File: config.mk
export PLATFORM = sky130hd
export DESIGN_NAME = ram_rd_arbiter
export DESIGN_NICKNAME = d
export VERILOG_FILES = /design/src/rtl/ram_arb_pkg.sv /design/src/rtl/ram_rd_arbiter_rr_pick.sv /design/src/rtl/ram_rd_arbiter.sv
export SDC_FILE = /design/constraint.sdc
export NUM_CORES = 1
export LEC_CHECK = 0
export BUFFER_PORTS_ARGS = -buffer_cell sky130_fd_sc_hd__buf_2
export CAP_MARGIN = 5
export CORE_MARGIN = 8
export CORE_UTILIZATION = 37
export CTS_BUF_LIST = sky130_fd_sc_hd__clkbuf_4
export DETAILED_ROUTE_END_ITERATION = 8
export PLACE_DENSITY = 0.79
export SLEW_MARGIN = 20
export SYNTH_ARGS = -nofsm -noshare
export SYNTH_HDL_FRONTEND = slang
export SYNTH_SLANG_ARGS = --single-unit
File: constraint.sdc
create_clock -name clk -period 3 [get_ports clk]
set_clock_uncertainty 0.05 [all_clocks]
set_input_delay 0.3 -clock clk [delete_from_list [all_inputs] [get_ports clk]]
set_output_delay 0.3 -clock clk [all_outputs]
set_load 0.01 [all_outputs]
File: src/rtl/ram_arb_pkg.sv
// Shared types and constants for the RAM read-port arbiter.
// Read latency of the RAM and width of the optional per-requester grant counters.
package ram_arb_pkg;

    typedef enum logic {
        ARB    = 1'b0,
        LOCKED = 1'b1
    } arb_state_e;

    localparam int RD_LATENCY  = 2;
    localparam int GRANT_CNT_W = 16;

    // Width of a requester index; a single requester still gets a 1-bit id.
    function automatic int id_width(input int n);
        return (n > 1) ? $clog2(n) : 1;
    endfunction

endpackage

File: src/rtl/ram_rd_arbiter_rr_pick.sv
// Combinational rotating-priority picker: the first set bit of valid_i at or after rr_ptr_i, with wrap.
// Zero latency, no state; any_o is low when no requester is valid.
module rr_pick
    import ram_arb_pkg::*;
#(
    parameter int NUM_REQ = 4,
    localparam int IDW    = id_width(NUM_REQ)
) (
    input  logic [NUM_REQ-1:0] valid_i,
    input  logic [IDW-1:0]     rr_ptr_i,
    output logic [NUM_REQ-1:0] grant_o,
    output logic [IDW-1:0]     idx_o,
    output logic               any_o
);

    logic [2*NUM_REQ-1:0] dbl_vec;
    logic [2*NUM_REQ-1:0] rot_vec;
    logic [IDW:0]         sum;

    // Rotate by the pointer so that priority becomes a plain lowest-bit-first scan.
    assign dbl_vec = {valid_i, valid_i};
    assign rot_vec = dbl_vec >> rr_ptr_i;

    always_comb begin
        any_o   = 1'b0;
        idx_o   = '0;
        grant_o = '0;
        sum     = '0;
        for (int k = 0; k < NUM_REQ; k++) begin
            if (!any_o && rot_vec[k]) begin
                any_o = 1'b1;
                sum   = {1'b0, rr_ptr_i} + (IDW+1)'(k);
                if (sum >= (IDW+1)'(NUM_REQ)) begin
                    sum = sum - (IDW+1)'(NUM_REQ);
                end
                idx_o = sum[IDW-1:0];
            end
        end
        if (any_o) begin
            grant_o = NUM_REQ'(1) << idx_o;
        end
    end

endmodule

File: src/rtl/ram_rd_arbiter.sv
// Round-robin arbiter sharing the RAM read port between NUM_REQ requesters, with burst lock; optional RAM_ARB_GRANT_CNT_EN adds grant_cnt.
// Response appears RD_LATENCY cycles after accept with no backpressure; requesters see req_ready only when granted.
module ram_rd_arbiter
    import ram_arb_pkg::*;
#(
    parameter int RAM_WIDTH = 8,
    parameter int RAM_DEPTH = 1024,
    parameter int NUM_REQ   = 4,
    localparam int AW       = $clog2(RAM_DEPTH),
    localparam int IDW      = id_width(NUM_REQ)
) (
    input  logic                      clk,
    input  logic                      rst,
    input  logic [NUM_REQ-1:0]        req_valid,
    input  logic [NUM_REQ*AW-1:0]     req_addr,
    input  logic [NUM_REQ-1:0]        req_last,
    output logic [NUM_REQ-1:0]        req_ready,
    output logic [AW-1:0]             ram_addr_rd,
    input  logic [RAM_WIDTH-1:0]      ram_data_out,
    output logic                      rsp_valid,
    output logic [IDW-1:0]            rsp_id,
    output logic [RAM_WIDTH-1:0]      rsp_data
`ifdef RAM_ARB_GRANT_CNT_EN
    ,
    output logic [NUM_REQ*GRANT_CNT_W-1:0] grant_cnt
`endif
);

    arb_state_e           state_q;
    logic [IDW-1:0]       rr_ptr_q;
    logic [IDW-1:0]       owner_q;
    logic [RD_LATENCY-1:0] pipe_vld_q;
    logic [IDW-1:0]       pipe_id_q [RD_LATENCY];

    logic [NUM_REQ-1:0]   pk_grant;
    logic [IDW-1:0]       pk_idx;
    logic                 pk_any;

    logic                 accept;
    logic                 acc_last;
    logic [IDW-1:0]       acc_idx;
    logic [IDW-1:0]       rr_ptr_d;

    rr_pick #(
        .NUM_REQ (NUM_REQ)
    ) u_pick (
        .valid_i  (req_valid),
        .rr_ptr_i (rr_ptr_q),
        .grant_o  (pk_grant),
        .idx_o    (pk_idx),
        .any_o    (pk_any)
    );

    // Grant decision. In LOCKED the owner keeps req_ready even while idle,
    // so a dropped valid is a bubble rather than a lost lock.
    always_comb begin
        req_ready = '0;
        acc_idx   = '0;
        accept    = 1'b0;
        if (!rst) begin
            if (state_q == LOCKED) begin
                req_ready = NUM_REQ'(1) << owner_q;
                acc_idx   = owner_q;
                accept    = |(req_valid & req_ready);
            end else begin
                req_ready = pk_grant;
                acc_idx   = pk_idx;
                accept    = pk_any;
            end
        end
    end

    always_comb begin
        ram_addr_rd = '0;
        acc_last    = 1'b0;
        for (int i = 0; i < NUM_REQ; i++) begin
            if (req_valid[i] && req_ready[i]) begin
                ram_addr_rd = req_addr[i*AW +: AW];
                acc_last    = req_last[i];
            end
        end
    end

    assign rr_ptr_d = (acc_idx == IDW'(NUM_REQ-1)) ? '0 : acc_idx + IDW'(1);

    always_ff @(posedge clk or posedge rst) begin
        if (rst) begin
            state_q  <= ARB;
            rr_ptr_q <= '0;
            owner_q  <= '0;
        end else begin
            case (state_q)
                ARB: begin
                    if (accept) begin
                        rr_ptr_q <= rr_ptr_d;
                        if (!acc_last) begin
                            owner_q <= acc_idx;
                            state_q <= LOCKED;
                        end
                    end
                end
                LOCKED: begin
                    if (accept && acc_last) begin
                        state_q <= ARB;
                    end
                end
                default: state_q <= ARB;
            endcase
        end
    end

    // Tracks the registered RAM read; data itself is not stored, only who asked.
    always_ff @(posedge clk or posedge rst) begin
        if (rst) begin
            pipe_vld_q <= '0;
            for (int s = 0; s < RD_LATENCY; s++) begin
                pipe_id_q[s] <= '0;
            end
        end else begin
            pipe_vld_q[0] <= accept;
            pipe_id_q[0]  <= accept ? acc_idx : '0;
            for (int s = 1; s < RD_LATENCY; s++) begin
                pipe_vld_q[s] <= pipe_vld_q[s-1];
                pipe_id_q[s]  <= pipe_id_q[s-1];
            end
        end
    end

    assign rsp_valid = pipe_vld_q[RD_LATENCY-1];
    assign rsp_id    = pipe_id_q[RD_LATENCY-1];
    assign rsp_data  = ram_data_out;

`ifdef RAM_ARB_GRANT_CNT_EN
    logic [GRANT_CNT_W-1:0] cnt_q [NUM_REQ];

    always_ff @(posedge clk or posedge rst) begin
        if (rst) begin
            for (int i = 0; i < NUM_REQ; i++) begin
                cnt_q[i] <= '0;
            end
        end else begin
            for (int i = 0; i < NUM_REQ; i++) begin
                if (req_valid[i] && req_ready[i] && (cnt_q[i] != '1)) begin
                    cnt_q[i] <= cnt_q[i] + GRANT_CNT_W'(1);
                end
            end
        end
    end

    for (genvar g = 0; g < NUM_REQ; g++) begin : g_cnt_out
        assign grant_cnt[g*GRANT_CNT_W +: GRANT_CNT_W] = cnt_q[g];
    end
`endif

endmodule

==> impl_metrics.tcl, run 1 <==
set metrics [dict create \
    drv_cap 0 \
    worst_ep_arrival_time_ps 2550 \
    vdd_drop_max_uv 512 \
    synth-edff-count 0 \
    ys.flop_type "dfrtp_1" \
    grt_pass1_vias 1291 \
    cts_root_buf "clkbuf_4" \
    synth.cell_area_um2 1030 \
    fin_util 0.516 \
    cts_tree "yes" \
    synth_cells 125 \
    fin_hold_ws_ps 169 \
    synth-seq-cells 11 \
    rr_endpoint "owner_q[0]" \
    rows 19 \
    post_drt_wl_per_cell_um 16.6 \
    period_share 0.968 \
    die-area_um2 4730 \
    cts-htree-levels 1 \
    worstSetupPathType "flop to output port" \
    tightest_slew_ps 1150 \
    cts_buffers 3 \
    grt_max_degree 16 \
    die-width_um 68.8 \
    num_antenna_cells 0 \
    dp_cells 210 \
    hold_buffers 0 \
    yosys.area.top_type_share 0.267 \
    holdCritPathClass "input port to asynchronous set/reset pin" \
    rr_worst_depth 7 \
    drive_above_1_share 0.457 \
    slew_headroom 0.226 \
    worstPathMaxFanout 10 \
    grt_pass1_wl_mm 5.54 \
    antenna_left 0 \
    hold_viol 0 \
    fmax_ghz 0.344 \
    globalplace.congestion 1.01 \
    core-area_um2 2710 \
    hpwlAfterDp_mm 3.06 \
    status "finished clean" \
    r2r_slack_ps 460 \
    synth_area_leaders "dfrtp_1 (27%), a222oi_1 (9.7%), nand2_1 (9.5%)" \
    dieHeight_um 68.8 \
    crit_path_start_kind "flop" \
    fin_nets 243 \
    fin_crit_ps 2900 \
    drv_slew 0 \
    io_buffers 66 \
    first_iter_violations 98 \
    synth_commonest_cells "nand2_1 (26), dfrtp_1 (11), a222oi_1 (10), buf_4 (10), nor2_1 (10)" \
    yosysUniqueCellTypes 41 \
    synth-async-reset-ratio 1.00 \
    powerDensity_nw_per_um2 737 \
    insertion_delay_ps 260 \
    path_clk_slew_ps 70 \
    wl_mm 3.57 \
    grt_use_total 0.150 \
    start_util 0.380 \
    syn_to_final_growth_pct 35.7 \
    finalPower_uw 1030 \
    yosysWarnings 0 \
    first_pass_iters 7 \
    antenna_found_initial 0 \
    routed_via_density 5.83 \
    yosysSeqAreaShare 0.267 \
    ios 83 \
    drc 0 \
    tns_ps 0 \
    cp.required_ps 2650 \
    syn-num-nets 183 \
    p_leak_uw 0.000751 \
    fin_cells 215 \
    yosysMostFrequentCell "nand2_1" \
    synth.avg_cell_area_um2 8.25 \
    cp-end-kind "output port" \
    synth_top_area_cell "dfrtp_1" \
    timing.rr.start "rr_ptr_q[1]" \
    cts_sinks 11 \
    gr-total-overflow 0 \
    vias 1254 \
    cts_buffer_depth 2 \
    setup_violations 0 \
]
[logic make-up (layout without fill, tap and decap cells)]
family                 Yosys count  after routing  synth area share
AO/OA/AOI/OAI                   35             35             0.290
buffers and inverters           19             78             0.108
flip-flops                      11             11             0.267
multiplexers                     5              5            0.0680
AND/OR/NAND/NOR                 55             55             0.267
[metrics by stage]
stage	cell area, um2	setup WS (ps)
2_1_floorplan	1030	747
3_3_place_gp	1330	236
3_5_place_dp	1330	212
4_1_cts	1360	10.7
5_1_grt	1400	-33.1
6_report	1400	95.2
[layer usage]
metal	part of all wire	vias up	track usage
li1	-	593	-
met2	0.50	99	0.265
met1	0.32	558	0.146
met5	0	-	0
met4	0.0039	0	0.0125
met3	0.18	4	0.105
[area by class of cell]
class                           count  area, um2
Fill cell                         270       1310
Multi-Input combinational cell     95        669
Timing Repair Buffer               69        365
Sequential cell                    11        277
Tap cell                           31       38.8
Clock buffer                        4       30.0
Inverter                            5       18.8
[worst max-delay path by stage]
stage                  from        endpoint  slack (ps)  cells after the start
6_report        rr_ptr_q[1]  ram_addr_rd[1]         100                      9
5_1_grt         rr_ptr_q[1]  ram_addr_rd[0]         -30                      9
4_1_cts         rr_ptr_q[1]  ram_addr_rd[1]          10                      7
3_5_place_dp   req_valid[1]      owner_q[0]         210                      8
3_3_place_gp   req_valid[1]      owner_q[0]         240                      8
2_1_floorplan   rr_ptr_q[1]  ram_addr_rd[0]         750                      7
[layout by cell type (no fill, tap or decap), types with 2 or more instances in the layout]
master and instances:
a21oi_1 8, a222oi_1 10, and3_1 3, buf_2 66
buf_4 2, clkbuf_4 4, dfrtp_1 10, inv_1 4
mux2_1 3, nand2_1 26, nor2_1 10, nor3_1 3
o21ai_0 2, o41ai_1 2, or3_1 2
[flip-flops by register name (all words and copies together), names as in the netlist]
| register | cells |
|---|---|
| owner_q | 2 |
| pipe_id_q | 2 |
| pipe_vld_q | 2 |
| rr_ptr_q | 2 |
| rsp_id | 2 |
| state_q | 1 |
[report_power, final]
part           switching, uW  leakage [uW]  total (uW)  internal (uW)
clock network           44.9     0.0000184         105           60.4
registers               60.3      0.000137         267            207
logic                    371      0.000596         658            287
[critical path, stage by stage, from the launching register on]
cell and delay [ps]:
dfrtp_1 470, mux2i_1 210, nor2_1 80, or3_1 420, o32a_1 400, nor3_4 250, buf_12 150, a222oi_1 70
nand2_1 110, buf_2 130
[repair_timing]
| item | 4_1_cts | 5_1_grt |
|---|---|---|
| endpoints found under the setup margin | 0 | 11 |
| gates resized for setup | 0 | 3 |
| buffers inserted | 0 | 1 |
Power figures use the tool's default switching activity.
==> run 2, diff against run 1 <==
clock period = 3.5 ns   (was 3 ns; I/O delays follow)
==> run 2 against run 1 <==
Against the previous run: flip-flop and latch count unchanged; final cell count down 0.47%; clock-buffer cell count stayed put; cell area decreased by 2.8%; wire length shrank 3.5%; worst hold slack gained 35 ps; sequential power decreased by 13%; first-iteration DRC count decreased by 17%; sequential share of layout area rose by 0.47 points; die area unchanged; global-route usage shrank 0.24 points; critical path depth fell by 2.
==> impl_metrics.tcl, run 2 (synthesis gave the netlist of run 1 again) <==
set metrics [dict create \
    fin_nets 242 \
    p_leak_uw 0.000728 \
    path_clk_slew_ps 70 \
    syn_to_final_growth_pct 31.9 \
    worstSetupPathType "flop to output port" \
    hold_viol 0 \
    met1_usage 0.159 \
    cts_tree "yes" \
    io_buffers 66 \
    period_share 0.880 \
    final_cell_mix "buf_2 (66), nand2_1 (26), dfrtp_1 (11), nor2_1 (10), a222oi_1 (10)" \
    grt_max_degree 16 \
    cp-end-kind "output port" \
    crit_family "compound AO/OA/AOI/OAI gates" \
    gr-total-overflow 0 \
    critPathMaxStageDelay_ps 920 \
    drv_cap 0 \
    first_iter_violations 81 \
    tns_ps 0 \
    antenna_left 0 \
    n_fill_cell 284 \
    fmax_ghz 0.325 \
    die-area_um2 4730 \
    fin_crit_ps 3080 \
    routed_via_density 5.71 \
    rows 19 \
    globalplace.congestion 0.990 \
    crit_slowest_cell "o41ai_2" \
    hold_buffers 0 \
    cts_root_buf "clkbuf_4" \
    cts_setup_buffers 0 \
    drv_slew 0 \
    post_cts_resized 0 \
    drive_above_1_share 0.448 \
    worstPathMaxFanout 11 \
    cts_buffers 3 \
    cp.required_ps 3100 \
    fin_hold_ws_ps 204 \
    grt_use_met2 0.245 \
    powerDensity_nw_per_um2 628 \
    path_buf_inv 1 \
    grt_use_total 0.147 \
    fin_util 0.502 \
    path_cells "nand2b_1 -> a21oi_1 -> nor3_1 -> o41ai_2 -> a222oi_1 -> nand2_1 -> buf_2" \
    grt_pass1_vias 1263 \
    vias 1223 \
    antenna_found_initial 0 \
    dieHeight_um 68.8 \
    status "finished clean" \
    die-width_um 68.8 \
    setup_violations 0 \
    slew_headroom 0.322 \
    post_drt_wl_per_cell_um 16.1 \
    cts-htree-levels 1 \
    ios 83 \
    cts_buffer_depth 2 \
    final_common_cell "buf_2" \
    insertion_delay_ps 260 \
    first_pass_iters 5 \
    grt-busiest-layer "met2" \
    core-area_um2 2710 \
    start_util 0.380 \
    num_antenna_cells 0 \
    cts_sinks 11 \
    holdCritPathClass "input port to asynchronous set/reset pin" \
    groute.layer.met3.usage 0.0905 \
    crit_path_start_kind "flop" \
    worst_ep_arrival_time_ps 2680 \
    grt_pass1_wl_mm 5.48 \
    tightest_slew_ps 1010 \
    wl_mm 3.45 \
    vdd_drop_max_uv 419 \
    drc 0 \
    hpwlAfterDp_mm 3.00 \
    rsz0062_at_grt "no" \
]
[run 2: cell types whose count changed in the layout (fill, tap and decap cells not counted)]
cell     change
nor3b_2      +1
o41ai_4      -1
nor3b_4      -1
buf_12       -1
o41ai_2      +1
dfrtp_2      -1
dfrtp_1      +1
[run 2: routing by layer]
| layer | vias up | routed length, um |
|---|---|---|
| met1 | 544 | 1270 |
| li1 | 586 | - |
| met5 | - | 0 |
| met4 | 0 | 28 |
| met3 | 4 | 524 |
| met2 | 89 | 1630 |
[run 2: worst paths after layout]
kind | startpoint | slack (ps) | to | depth (start not counted)
worst max-delay path | rr_ptr_q[1] | 420 | ram_addr_rd[3] | 7
worst min-delay path | rst | 200 | owner_q[0] | 3
worst max register to register | rr_ptr_q[1] | 720 | owner_q[1] | 7
worst min register to register | pipe_vld_q[0] | 300 | pipe_vld_q[1] | 0
max in group asynchronous | rst | 3030 | rsp_id[0] | 3
min in group clk | pipe_vld_q[0] | 300 | pipe_vld_q[1] | 0
[run 2: worst reg2reg max path, delay by kind of cell, from the launching register on]
| family | cells | cell delay, ps |
|---|---|---|
| DFF | 1 | 460 |
| and+or+nand+nor | 2 | 320 |
| AOI/OAI and AO/OA | 4 | 1500 |
| muxes | 1 | 330 |
[run 2: where the power goes]
part	internal [uW]	total [uW]	switching, uW
sequential	176	231	55.4
clock	51.7	90.1	38.4
combinational	233	533	299
[run 2: cell type report]
cell class / count / area, um2 / area share
Clock buffer: 4 / 30.0 / 0.0221
Inverter: 5 / 18.8 / 0.0138
Tap cell: 31 / 38.8 / 0.0285
Timing Repair Buffer: 68 / 345 / 0.254
Multi-Input combinational cell: 95 / 652 / 0.479
Sequential cell: 11 / 275 / 0.202
[run 2: per-stage QoR]
stage | cells | setup slack (ps) | area, um2 | power, uW
final | 214 | 421 | 1360 | 854
after global routing | 214 | 171 | 1360 | 927
after CTS | 214 | 460 | 1360 | 861
after detailed placement | 210 | 688 | 1330 | 766
after global placement | 210 | 680 | 1330 | 776
after floorplan | 125 | 1200 | 1030 | 599
